### config.mk
export PLATFORM = sky130hd
export DESIGN_NAME = axi_slave_bridge
export DESIGN_NICKNAME = d
export VERILOG_FILES = /design/src/rtl/axi_pkg.sv /design/src/rtl/axi_burst_addr_gen.sv /design/src/rtl/axi_slave_bridge.sv
export SDC_FILE = /design/constraint.sdc
export NUM_CORES = 1
export LEC_CHECK = 0
export BUFFER_PORTS_ARGS = -buffer_cell sky130_fd_sc_hd__buf_2
export CORE_MARGIN = 2
export CORE_UTILIZATION = 60
export CTS_CLUSTER_DIAMETER = 40
export DETAILED_ROUTE_END_ITERATION = 10
export MAX_ROUTING_LAYER = met4
export PLACE_DENSITY = 0.94
export SLEW_MARGIN = 20
export SYNTH_ARGS = -nofsm -noshare
export SYNTH_HDL_FRONTEND = slang
export SYNTH_HIERARCHICAL = 1
export SYNTH_SLANG_ARGS = --single-unit
export TNS_END_PERCENT = 1
### constraint.sdc
create_clock -name axi_clk_in -period 10.9 [get_ports axi_clk_in]
set_input_delay 0.545 -clock axi_clk_in [delete_from_list [all_inputs] [get_ports axi_clk_in]]
set_output_delay 0.545 -clock axi_clk_in [all_outputs]
set_load 0.01 [all_outputs]
### src/rtl/axi_pkg.sv
// Shared encodings and the burst address-step helper for the AXI slave bridge.
package axi_pkg;

    localparam logic [1:0] BURST_FIXED = 2'd0;
    localparam logic [1:0] BURST_INCR  = 2'd1;
    localparam logic [1:0] BURST_WRAP  = 2'd2;
    localparam logic [1:0] BURST_RSVD  = 2'd3;

    localparam logic [1:0] RESP_OKAY   = 2'd0;
    localparam logic [1:0] RESP_EXOKAY = 2'd1;
    localparam logic [1:0] RESP_SLVERR = 2'd2;
    localparam logic [1:0] RESP_DECERR = 2'd3;

    localparam logic [1:0] W_IDLE = 2'd0;
    localparam logic [1:0] W_DATA = 2'd1;
    localparam logic [1:0] W_ACC  = 2'd2;
    localparam logic [1:0] W_RESP = 2'd3;

    localparam logic [1:0] R_IDLE = 2'd0;
    localparam logic [1:0] R_ACC  = 2'd1;
    localparam logic [1:0] R_DATA = 2'd2;

    // Helper works at 64 bits; callers truncate, which keeps the wrap modulo their width.
    localparam int unsigned NEXT_ADDR_W = 64;

    // Address of the following beat for FIXED/INCR/WRAP bursts.
    function automatic logic [NEXT_ADDR_W-1:0] axi_next_addr(
        input logic [NEXT_ADDR_W-1:0] addr,
        input logic [2:0]             size,
        input logic [7:0]             len,
        input logic [1:0]             burst
    );
        logic [NEXT_ADDR_W-1:0] incr;
        logic [NEXT_ADDR_W-1:0] bmask;
        logic [NEXT_ADDR_W-1:0] nxt;
        incr  = NEXT_ADDR_W'(1) << size;
        bmask = ((NEXT_ADDR_W'(len) + NEXT_ADDR_W'(1)) << size) - NEXT_ADDR_W'(1);
        case (burst)
            BURST_FIXED: nxt = addr;
            BURST_WRAP:  nxt = (addr & ~bmask) | ((addr + incr) & bmask);
            default:     nxt = addr + incr;
        endcase
        return nxt;
    endfunction

endpackage

### src/rtl/axi_burst_addr_gen.sv
// Per-direction burst tracker: latches burst fields, steps the beat address,
// flags illegal bursts and (with AXI_SLV_DECODE_EN) out-of-range start addresses.
module axi_burst_addr_gen
    import axi_pkg::*;
#(
    parameter int unsigned               ADDR_W   = 32,
    parameter int unsigned               MAX_SIZE = 2,
    parameter logic [ADDR_W-1:0]         ADDR_LO  = '0,
    parameter logic [ADDR_W-1:0]         ADDR_HI  = '1
) (
    input  logic              i_clk,
    input  logic              i_rst_n,
    input  logic              i_start,
    input  logic              i_step,
    input  logic [ADDR_W-1:0] i_addr,
    input  logic [2:0]        i_size,
    input  logic [7:0]        i_len,
    input  logic [1:0]        i_burst,
    output logic [ADDR_W-1:0] o_addr,
    output logic [2:0]        o_size,
    output logic              o_legal,
    output logic              o_decerr
);

`ifdef AXI_SLV_DECODE_EN
    localparam logic DECODE_EN = 1'b1;
`else
    localparam logic DECODE_EN = 1'b0;
`endif

    logic [ADDR_W-1:0] r_addr;
    logic [2:0]        r_size;
    logic [7:0]        r_len;
    logic [1:0]        r_burst;
    logic              r_legal;
    logic              r_decerr;
    logic              w_legal;
    logic [ADDR_W:0]   w_lo_diff;
    logic [ADDR_W:0]   w_hi_diff;
    logic              w_out_of_range;
    logic [ADDR_W-1:0] w_next;

    // Burst legality and address-range decode of the incoming request.
    always_comb begin
        w_legal = (i_burst != BURST_RSVD) && (i_size <= 3'(MAX_SIZE));
        if (i_burst == BURST_WRAP &&
            !(i_len == 8'd1 || i_len == 8'd3 || i_len == 8'd7 || i_len == 8'd15))
            w_legal = 1'b0;
        w_lo_diff      = {1'b0, i_addr} - {1'b0, ADDR_LO};
        w_hi_diff      = {1'b0, ADDR_HI} - {1'b0, i_addr};
        w_out_of_range = w_lo_diff[ADDR_W] | w_hi_diff[ADDR_W];
        w_next = ADDR_W'(axi_next_addr(NEXT_ADDR_W'(r_addr), r_size, r_len, r_burst));
    end

    // Burst context register; start wins over step.
    always_ff @(posedge i_clk or negedge i_rst_n) begin
        if (!i_rst_n) begin
            r_addr   <= '0;
            r_size   <= '0;
            r_len    <= '0;
            r_burst  <= '0;
            r_legal  <= 1'b0;
            r_decerr <= 1'b0;
        end else if (i_start) begin
            r_addr   <= i_addr;
            r_size   <= i_size;
            r_len    <= i_len;
            r_burst  <= i_burst;
            r_legal  <= w_legal;
            r_decerr <= DECODE_EN & w_out_of_range;
        end else if (i_step) begin
            r_addr   <= w_next;
        end
    end

    assign o_addr   = r_addr;
    assign o_size   = r_size;
    assign o_legal  = r_legal;
    assign o_decerr = r_decerr;

endmodule

### src/rtl/axi_slave_bridge.sv
// AXI slave front end: independent write/read burst FSMs sharing one single-beat
// "other" port through a round-robin arbiter. Optional macro AXI_SLV_DECODE_EN
// enables the ADDR_LO..ADDR_HI start-address decode (DECERR outside the window).
module axi_slave_bridge
    import axi_pkg::*;
#(
    parameter int unsigned                 AXI_ADDR_WIDTH = 32,
    parameter int unsigned                 AXI_DATA_WIDTH = 32,
    parameter int unsigned                 AXI_ID_WIDTH   = 4,
    parameter logic [AXI_ADDR_WIDTH-1:0]   ADDR_LO        = '0,
    parameter logic [AXI_ADDR_WIDTH-1:0]   ADDR_HI        = AXI_ADDR_WIDTH'(32'hFFFF_FFFF)
) (
    input  logic                          axi_clk_in,
    input  logic                          axi_rstn_in,
    input  logic [AXI_ADDR_WIDTH-1:0]     axi_awaddr_in,
    input  logic [1:0]                    axi_awburst_in,
    input  logic [3:0]                    axi_awcache_in,
    input  logic [AXI_ID_WIDTH-1:0]       axi_awid_in,
    input  logic [7:0]                    axi_awlen_in,
    input  logic [2:0]                    axi_awprot_in,
    input  logic [2:0]                    axi_awsize_in,
    input  logic                          axi_awvalid_in,
    output logic                          axi_awready_out,
    input  logic [AXI_DATA_WIDTH-1:0]     axi_wdata_in,
    input  logic [AXI_DATA_WIDTH/8-1:0]   axi_wstrb_in,
    input  logic                          axi_wlast_in,
    input  logic                          axi_wvalid_in,
    output logic                          axi_wready_out,
    output logic [AXI_ID_WIDTH-1:0]       axi_bid_out,
    output logic [1:0]                    axi_bresp_out,
    output logic                          axi_bvalid_out,
    input  logic                          axi_bready_in,
    input  logic [AXI_ADDR_WIDTH-1:0]     axi_araddr_in,
    input  logic [1:0]                    axi_arburst_in,
    input  logic [3:0]                    axi_arcache_in,
    input  logic [AXI_ID_WIDTH-1:0]       axi_arid_in,
    input  logic [7:0]                    axi_arlen_in,
    input  logic [2:0]                    axi_arprot_in,
    input  logic [2:0]                    axi_arsize_in,
    input  logic                          axi_arvalid_in,
    output logic                          axi_arready_out,
    output logic [AXI_ID_WIDTH-1:0]       axi_rid_out,
    output logic [AXI_DATA_WIDTH-1:0]     axi_rdata_out,
    output logic [1:0]                    axi_rresp_out,
    output logic                          axi_rlast_out,
    output logic                          axi_rvalid_out,
    input  logic                          axi_rready_in,
    output logic                          other_sel_out,
    output logic                          other_write_out,
    output logic [AXI_ADDR_WIDTH-1:0]     other_addr_out,
    output logic [2:0]                    other_size_out,
    output logic [3:0]                    other_cache_out,
    output logic [2:0]                    other_prot_out,
    output logic [AXI_DATA_WIDTH/8-1:0]   other_strb_out,
    output logic [AXI_DATA_WIDTH-1:0]     other_wdata_out,
    input  logic [AXI_DATA_WIDTH-1:0]     other_rdata_in,
    input  logic                          other_ready_in,
    input  logic                          other_error_in
);

    localparam int unsigned AXI_WSTRB_WIDTH = AXI_DATA_WIDTH / 8;
    localparam int unsigned MAX_SIZE        = $clog2(AXI_WSTRB_WIDTH);

    // Write side
    logic [1:0]                 r_w_state, w_w_next;
    logic [AXI_ID_WIDTH-1:0]    r_aw_id;
    logic [3:0]                 r_aw_cache;
    logic [2:0]                 r_aw_prot;
    logic [7:0]                 r_w_cnt;
    logic                       r_w_err;
    logic [AXI_DATA_WIDTH-1:0]  r_wdata;
    logic [AXI_WSTRB_WIDTH-1:0] r_wstrb;
    logic                       r_awready, r_wready, r_bvalid;
    logic [1:0]                 r_bresp;
    logic [AXI_ADDR_WIDTH-1:0]  w_w_addr;
    logic [2:0]                 w_w_size;
    logic                       w_w_legal, w_w_decerr;
    logic                       w_aw_hs, w_w_hs, w_w_skip, w_w_req, w_w_done, w_w_beat_end;

    // Read side
    logic [1:0]                 r_r_state, w_r_next;
    logic [AXI_ID_WIDTH-1:0]    r_ar_id;
    logic [3:0]                 r_ar_cache;
    logic [2:0]                 r_ar_prot;
    logic [7:0]                 r_r_cnt;
    logic                       r_arready, r_rvalid, r_rlast;
    logic [AXI_DATA_WIDTH-1:0]  r_rdata;
    logic [1:0]                 r_rresp;
    logic [AXI_ADDR_WIDTH-1:0]  w_r_addr;
    logic [2:0]                 w_r_size;
    logic                       w_r_legal, w_r_decerr;
    logic                       w_ar_hs, w_r_hs, w_r_skip, w_r_req, w_r_done, w_r_beat_end;

    // Arbiter / other port
    logic                       r_sel, r_owner_w, r_prio_w;
    logic                       r_o_write;
    logic [AXI_ADDR_WIDTH-1:0]  r_o_addr;
    logic [2:0]                 r_o_size;
    logic [3:0]                 r_o_cache;
    logic [2:0]                 r_o_prot;
    logic [AXI_WSTRB_WIDTH-1:0] r_o_strb;
    logic [AXI_DATA_WIDTH-1:0]  r_o_wdata;
    logic                       w_grant_w;

    axi_burst_addr_gen #(
        .ADDR_W(AXI_ADDR_WIDTH), .MAX_SIZE(MAX_SIZE), .ADDR_LO(ADDR_LO), .ADDR_HI(ADDR_HI)
    ) u_w_gen (
        .i_clk(axi_clk_in), .i_rst_n(axi_rstn_in), .i_start(w_aw_hs), .i_step(w_w_beat_end),
        .i_addr(axi_awaddr_in), .i_size(axi_awsize_in), .i_len(axi_awlen_in),
        .i_burst(axi_awburst_in), .o_addr(w_w_addr), .o_size(w_w_size),
        .o_legal(w_w_legal), .o_decerr(w_w_decerr)
    );

    axi_burst_addr_gen #(
        .ADDR_W(AXI_ADDR_WIDTH), .MAX_SIZE(MAX_SIZE), .ADDR_LO(ADDR_LO), .ADDR_HI(ADDR_HI)
    ) u_r_gen (
        .i_clk(axi_clk_in), .i_rst_n(axi_rstn_in), .i_start(w_ar_hs), .i_step(w_r_hs),
        .i_addr(axi_araddr_in), .i_size(axi_arsize_in), .i_len(axi_arlen_in),
        .i_burst(axi_arburst_in), .o_addr(w_r_addr), .o_size(w_r_size),
        .o_legal(w_r_legal), .o_decerr(w_r_decerr)
    );

    // Handshakes, per-beat requests and write next-state.
    always_comb begin
        w_aw_hs      = axi_awvalid_in & r_awready;
        w_w_hs       = axi_wvalid_in & r_wready;
        w_w_skip     = ~w_w_legal | w_w_decerr;
        w_w_req      = (r_w_state == W_ACC) & ~w_w_skip;
        w_w_done     = r_sel & r_owner_w & other_ready_in;
        w_w_beat_end = (r_w_state == W_ACC) & (w_w_skip | w_w_done);
        w_w_next     = r_w_state;
        case (r_w_state)
            W_IDLE:  if (w_aw_hs)       w_w_next = W_DATA;
            W_DATA:  if (w_w_hs)        w_w_next = W_ACC;
            W_ACC:   if (w_w_beat_end)  w_w_next = (r_w_cnt == 8'd0) ? W_RESP : W_DATA;
            W_RESP:  if (axi_bready_in) w_w_next = W_IDLE;
            default:                    w_w_next = W_IDLE;
        endcase
    end

    // Read handshakes, request and next-state.
    always_comb begin
        w_ar_hs      = axi_arvalid_in & r_arready;
        w_r_hs       = r_rvalid & axi_rready_in;
        w_r_skip     = ~w_r_legal | w_r_decerr;
        w_r_req      = (r_r_state == R_ACC) & ~w_r_skip;
        w_r_done     = r_sel & ~r_owner_w & other_ready_in;
        w_r_beat_end = (r_r_state == R_ACC) & (w_r_skip | w_r_done);
        w_grant_w    = w_w_req & (~w_r_req | r_prio_w);
        w_r_next     = r_r_state;
        case (r_r_state)
            R_IDLE:  if (w_ar_hs)      w_r_next = R_ACC;
            R_ACC:   if (w_r_beat_end) w_r_next = R_DATA;
            R_DATA:  if (w_r_hs)       w_r_next = (r_r_cnt == 8'd0) ? R_IDLE : R_ACC;
            default:                   w_r_next = R_IDLE;
        endcase
    end

    // Write FSM state, channel outputs and burst bookkeeping.
    always_ff @(posedge axi_clk_in or negedge axi_rstn_in) begin
        if (!axi_rstn_in) begin
            r_w_state  <= W_IDLE;
            r_awready  <= 1'b1;
            r_wready   <= 1'b0;
            r_bvalid   <= 1'b0;
            r_bresp    <= RESP_OKAY;
            r_aw_id    <= '0;
            r_aw_cache <= '0;
            r_aw_prot  <= '0;
            r_w_cnt    <= '0;
            r_w_err    <= 1'b0;
            r_wdata    <= '0;
            r_wstrb    <= '0;
        end else begin
            r_w_state <= w_w_next;
            r_awready <= (w_w_next == W_IDLE);
            r_wready  <= (w_w_next == W_DATA);
            r_bvalid  <= (w_w_next == W_RESP);
            if (w_aw_hs) begin
                r_aw_id    <= axi_awid_in;
                r_aw_cache <= axi_awcache_in;
                r_aw_prot  <= axi_awprot_in;
                r_w_cnt    <= axi_awlen_in;
                r_w_err    <= 1'b0;
            end
            if (w_w_hs) begin
                r_wdata <= axi_wdata_in;
                r_wstrb <= axi_wstrb_in;
                if (axi_wlast_in != (r_w_cnt == 8'd0)) r_w_err <= 1'b1;
            end
            if (w_w_done && other_error_in) r_w_err <= 1'b1;
            if (w_w_beat_end && r_w_cnt != 8'd0) r_w_cnt <= r_w_cnt - 8'd1;
            if (w_w_beat_end && r_w_cnt == 8'd0) begin
                if (w_w_decerr)
                    r_bresp <= RESP_DECERR;
                else if (!w_w_legal || r_w_err || (w_w_done && other_error_in))
                    r_bresp <= RESP_SLVERR;
                else
                    r_bresp <= RESP_OKAY;
            end
        end
    end

    // Read FSM state, R channel outputs and beat counter.
    always_ff @(posedge axi_clk_in or negedge axi_rstn_in) begin
        if (!axi_rstn_in) begin
            r_r_state  <= R_IDLE;
            r_arready  <= 1'b1;
            r_rvalid   <= 1'b0;
            r_rlast    <= 1'b0;
            r_rdata    <= '0;
            r_rresp    <= RESP_OKAY;
            r_ar_id    <= '0;
            r_ar_cache <= '0;
            r_ar_prot  <= '0;
            r_r_cnt    <= '0;
        end else begin
            r_r_state <= w_r_next;
            r_arready <= (w_r_next == R_IDLE);
            r_rvalid  <= (w_r_next == R_DATA);
            if (w_ar_hs) begin
                r_ar_id    <= axi_arid_in;
                r_ar_cache <= axi_arcache_in;
                r_ar_prot  <= axi_arprot_in;
                r_r_cnt    <= axi_arlen_in;
            end
            if (w_r_beat_end) begin
                r_rlast <= (r_r_cnt == 8'd0);
                r_rdata <= w_r_skip ? '0 : other_rdata_in;
                if (w_r_skip)
                    r_rresp <= w_r_decerr ? RESP_DECERR : RESP_SLVERR;
                else
                    r_rresp <= other_error_in ? RESP_SLVERR : RESP_OKAY;
            end
            if (w_r_hs && r_r_cnt != 8'd0) r_r_cnt <= r_r_cnt - 8'd1;
        end
    end

    // Round-robin arbiter; payload frozen while sel is up, sel drops after acceptance.
    always_ff @(posedge axi_clk_in or negedge axi_rstn_in) begin
        if (!axi_rstn_in) begin
            r_sel     <= 1'b0;
            r_owner_w <= 1'b0;
            r_prio_w  <= 1'b1;
            r_o_write <= 1'b0;
            r_o_addr  <= '0;
            r_o_size  <= '0;
            r_o_cache <= '0;
            r_o_prot  <= '0;
            r_o_strb  <= '0;
            r_o_wdata <= '0;
        end else if (!r_sel) begin
            if (w_w_req || w_r_req) begin
                r_sel     <= 1'b1;
                r_owner_w <= w_grant_w;
                r_o_write <= w_grant_w;
                r_o_addr  <= w_grant_w ? w_w_addr   : w_r_addr;
                r_o_size  <= w_grant_w ? w_w_size   : w_r_size;
                r_o_cache <= w_grant_w ? r_aw_cache : r_ar_cache;
                r_o_prot  <= w_grant_w ? r_aw_prot  : r_ar_prot;
                r_o_strb  <= w_grant_w ? r_wstrb    : '0;
                r_o_wdata <= w_grant_w ? r_wdata    : '0;
            end
        end else if (other_ready_in) begin
            r_sel    <= 1'b0;
            r_prio_w <= ~r_prio_w;
        end
    end

    assign axi_awready_out = r_awready;
    assign axi_wready_out  = r_wready;
    assign axi_bvalid_out  = r_bvalid;
    assign axi_bresp_out   = r_bresp;
    assign axi_bid_out     = r_aw_id;
    assign axi_arready_out = r_arready;
    assign axi_rvalid_out  = r_rvalid;
    assign axi_rlast_out   = r_rlast;
    assign axi_rdata_out   = r_rdata;
    assign axi_rresp_out   = r_rresp;
    assign axi_rid_out     = r_ar_id;
    assign other_sel_out   = r_sel;
    assign other_write_out = r_o_write;
    assign other_addr_out  = r_o_addr;
    assign other_size_out  = r_o_size;
    assign other_cache_out = r_o_cache;
    assign other_prot_out  = r_o_prot;
    assign other_strb_out  = r_o_strb;
    assign other_wdata_out = r_o_wdata;

endmodule

Word-level counts from Yosys, hierarchy flattened

Index checks and enable logic that the tools add are counted.

Bits in registers: 294
Input port bits: 190
Output and inout port bits: 130

Add/subtract/negate cells: 8
$lt $le $gt $ge: 2
Equality and inequality tests: 25
Shift-type cells: 4
Multiplexer cells: 40
Bitwise logic cells: 30
Reductions and logical operators: 38

Operator list:

| cell                                                | count |
|---|---|
| two-way mux 32 bit                                  | 7 |
| bitwise AND 32 bit                                  | 4 |
| case mux 32 bit (2 select lines)                    | 2 |
| << shifter 64 x 3 -> 32 bit                         | 2 |
| adder 32 bit                                        | 2 |
| inverter 32 bit                                     | 2 |
| OR 32 bit                                           | 2 |
| << shifter 1 x 3 -> 32 bit (first input constant)   | 2 |
| subtractor 32 x 1 -> 32 bit (second input constant) | 2 |
| two-way mux 8 bit                                   | 4 |
| two-way mux 2 bit                                   | 11 |
| adder 8 x 1 -> 9 bit (second input constant)        | 2 |
| == test 2 bit (second input constant)               | 9 |
| == test 8 x 1 -> 1 bit (second input constant)      | 2 |
| == test 8 x 2 -> 1 bit (second input constant)      | 2 |
| == test 8 x 3 -> 1 bit (second input constant)      | 2 |
| == test 8 x 4 -> 1 bit (second input constant)      | 2 |
| logical NOT 8 bit                                   | 2 |
| nonzero test 8 bit                                  | 2 |
| subtractor 8 x 1 -> 8 bit (second input constant)   | 2 |
| bitwise AND 1 bit                                   | 13 |
| logical NOT 2 bit                                   | 6 |
| two-way mux 1 bit                                   | 10 |
| logical OR 1 bit                                    | 9 |
| other kinds (15)                                    | 44 |

Depth between registers and ports, before layout

Depth after elaboration: 9
Gate-level depth with buffers: 17
Gate-level depth less buffers: 15

By module

The synthesis kept the hierarchy.

Modules (own cells, without submodules):

| module                        | instances | cells each | area each (um^2) |
|---|---|---|---|
| axi_slave_bridge              | 1         | 700        | 8,310.5 |
| axi_burst_addr_gen at u_w_gen | 1         | 508        | 4,227.8 |
| axi_burst_addr_gen at u_r_gen | 1         | 481        | 4,121.5 |

Least setup slack after synthesis

Ideal clock, no wire load.

Path kind: register to register
From: reg u_w_gen.r_size[2] (netlist: u_w_gen/o_size[2])
To: reg (tool-made name)
Setup time: 0.082 ns
Data arrival time: 3.439 ns
Slack: 7.379 ns
Cell stages (with the launch flop): 17
Path buffers: 3
Clock period less this slack: 3.521 ns
Cells stage by stage: dfrtp_1 buf_2 clkbuf_1 nor2_1 ha_1 inv_1 fa_1 nor2b_1 o21ai_0 a21boi_0 o21a_1 o21ai_0 o2bb2ai_1 or3_1 clkbuf_1 or4_1 a31oi_1

RTL lines:

| what                   | line                     | RTL |
|---|---|---|
| from (decl)            | axi_burst_addr_gen.sv:32 | `logic [2:0] r_size;` |
| from (signal assigned) | axi_burst_addr_gen.sv:66 | `r_size <= i_size;` |

==> summary.txt <==
Synth
  – Largest cells by area after synthesis: dfrtp_1, nand2_1, mux2_2, a22o_1, o21ai_0
  – YS warnings: 6
  – Most common cell in the netlist: dfrtp_1
  – Synth unique cells: between 100 and 150
  – Post-synth design cell area: between 15000 and 20000 µm²
  – Synth Instances: approximately 1700
  – Number of synthesized flops with an enable pin: 0
  – Yosys top cell area share: a little over two fifths
  – FF+latch count, synth: around 290
  – Post-synth top cells: dfrtp_1, nand2_1, o21ai_0, nor2_1, mux2_2
  – Seq/Total Area, Yosys: roughly 44%
  – Ys flop type: dfrtp_1
  – Syn_nets: 1907
  – Yosys top cell by area: dfrtp_1
  – Asr flop ratio synth: between 90% and 100%
  – Synthesized area per cell: between 9 and 10 µm²

Run
  – Max-Cap Viols: 0

Drt
  – DRC: 0
  – WL final: between 50 and 60 mm
  – WL/cell: 22.2 µm
  – Number of routed nets with antenna violations: 0
  – 1st-iter DRT viols: ~1400
  – Drt pass-1 iters: 6
  – Total number of vias: 15400
  – Drt via density: about 6.5

Timing
  – Final min period: approximately 4600 ps
  – Min Hold Slack: approximately 200 ps
  – Final hold vios: 0
  – Fin crit share: approximately 42%
  – Layout Skew: approximately 37 ps
  – Count of pins over their slew limit: 0
  – Slew headroom: 23.1%
  – Setup violators final: 0
  – Setup TNS: 0 ps
  – Fmax: 0.217 GHz
  – Slew @ Worst Pin: about 1100 ps
  – RSZ-0062 raised after global routing: no

Clocking
  – Clk_lat worst skew: between 500 and 600 ps
  – CTS tree: done
  – CTS resizes: 0
  – CTS buffer count: 38
  – Worst-path clk slew: 60 ps
  – Hold Buf Count CTS: 0
  – Max Root-Sink Buffers: 3
  – Number of clock sinks: around 290
  – Setup bufs post-CTS: 0
  – # H-tree levels: 2
  – CTS Root Cell: clkbuf_16

Hold path
  – Hold path start: axi_arcache_in[1]
  – Hold Path Sink: r_ar_cache[1]
  – Tightest Hold Check Type: input port to flip-flop
  – Cells on Worst Hold Path: 3

GRT
  – Largest net degree at the start of global routing: about 160
  – Vias in the first global route: 15200
  – Total grt overflow: 0
  – Total GRT Usage: 36.2%
  – First-pass GRT wire length: a little over 80 mm
  – Antenna violations before repair: 6

Setup path
  – Worst R2R Path Depth: 12
  – Worst-path fanout max: 25
  – Crit path DAT: a little over 5000 ps
  – R2r setup slk: 6280 ps
  – Delay-heaviest family, CP: simple AND/OR/NAND/NOR gates
  – CP dominant cell by count: a21oi_1
  – Reg2reg start: u_w_gen/o_size[2]
  – CP max stage cell: dfrtp_1
  – Worst path cell trace: clkinv_1 -> nand2_1 -> inv_1 -> ha_1 -> a211oi_1 -> o21ai_0 -> a21oi_1 -> o21bai_1 -> a21oi_1 -> or3_1 -> or4_1 -> a31oi_1
  – Cell count along the critical path: 12
  – Worst path max stage delay: 900 ps
  – Critical Path Start Type: flip-flop
  – Sum of buffers and inverters on the critical path: 2
  – CP Data Required Time: 11340 ps
  – CP Launch Point: u_w_gen/o_size[2]
  – CP Capture Type: flip-flop
  – Type of the worst setup path: flip-flop to flip-flop

Die
  – Die area: 29100 µm²
  – Core Footprint: approximately 27000 µm²
  – Std-Cell Rows: 60
  – Die Wd: roughly 170 µm
  – Die height: ~170 µm
  – Starting density of the core: between 60% and 70%
  – # IOs: 320

Finish
  – Synth-to-Final Area Change: 17.6%
  – Layout cells sized above 1: 27.0%
  – Fillers: around 1900
  – Final Non-Filler Cells: around 2400
  – Fin nets: approximately 2200
  – Finished Core Util: 72.3%

Pwr
  – Leakage: just over 0.009 µW
  – PD cells: 309 nW/µm²
  – Maximum vdd drop: 205 µV
  – Total power draw: ~6000 µW

Placement
  – DP HPWL: 35.6 mm
  – Final RePlAce weighted congestion: a little over 0.9
  – Cells after DPL: between 2000 and 2500
  – IO buf count: ~320

Outcome
  – Outcome: finished, final reports clean
[layout by cell type (no fill, tap or decap), drive strengths merged, types with 7 or more instances in the layout]
master / count
a22o: 69
a221oi: 8
a211oi: 18
and4: 7
nor2: 89
xor2: 31
or4: 25
a31oi: 31
mux2i: 58
clkbuf: 44
and2: 7
nor3: 24
o31ai: 23
nand3: 44
nand2b: 16
nand3b: 8
o21bai: 8
o211ai: 17
nor4: 15
nor2b: 21
and3: 21
o21a: 15
nand2: 229
nand4: 27
buf: 333
or3: 8
o21ai: 136
diode: 7
dfrtp: 291
ha: 26
mux2: 74
a21oi: 48
inv: 48
clkinv: 13
xnor2: 29
[tightest hold or removal path: cells and delay by family]
kind,cells,cell delay (ps)
and+or+nand+nor,2,80
buffers and inverters,1,80
[cells by family (layout without fill, tap and decap cells)]
logic type | count (synthesis) | count (layout) | synth area share (%)
and+or+nand+nor | 566 | 566 | 17.3
AOI/OAI and AO/OA | 456 | 456 | 20.0
DFF | 294 | 294 | 44.2
buffers and inverters | 151 | 445 | 4.66
muxes | 132 | 132 | 8.49
xor gates and xnor gates | 60 | 60 | 3.20
adders and majority gates | 28 | 28 | 2.19
other | 2 | 9 | 0.0451
[power breakdown]
part,leakage [µW],internal [µW],switching [µW]
Clock,0.000621,750,529
Sequential,0.00368,1540,568
Combinational,0.00492,1090,1570
[per-layer routing]
| layer | wire (µm) | track usage, % | vias up |
|---|---|---|---|
| met5 | 0 | - | - |
| met4 | 3470 | 21.0 | 0 |
| met3 | 4750 | 8.19 | 226 |
| met2 | 24800 | 57.4 | 928 |
| met1 | 19300 | 42.4 | 7465 |
| li1 | - | - | 6753 |
[per-stage QoR]
| step | worst slack [ps] | area, µm² |
|---|---|---|
| after floorplan | 7380 | 16700 |
| after global placement | 6610 | 18200 |
| after detailed placement | 6460 | 18200 |
| after CTS | 6440 | 19500 |
| after global routing | 5910 | 19600 |
| final | 6280 | 19600 |
[final cells by class]
class	count	area, µm²	area share [%]
clock inverter	24	278	1.42
multi-input combinational	1244	8540	43.6
tap	372	465	2.38
timing repair buffer	334	1750	8.96
inverter	43	161	0.824
sequential	294	7360	37.6
antenna	7	17.5	0.0894
clock buffer	44	1000	5.12
[worst max-delay path by stage]
| stage | to | slack (ps) |
|---|---|---|
| after floorplan | flip-flop | 7380 |
| after global placement | flip-flop | 6610 |
| after detailed placement | flip-flop | 6460 |
| after CTS | flip-flop | 6440 |
| after global routing | flip-flop | 5910 |
| final | flip-flop | 6280 |
Power figures use the tool's default switching activity.
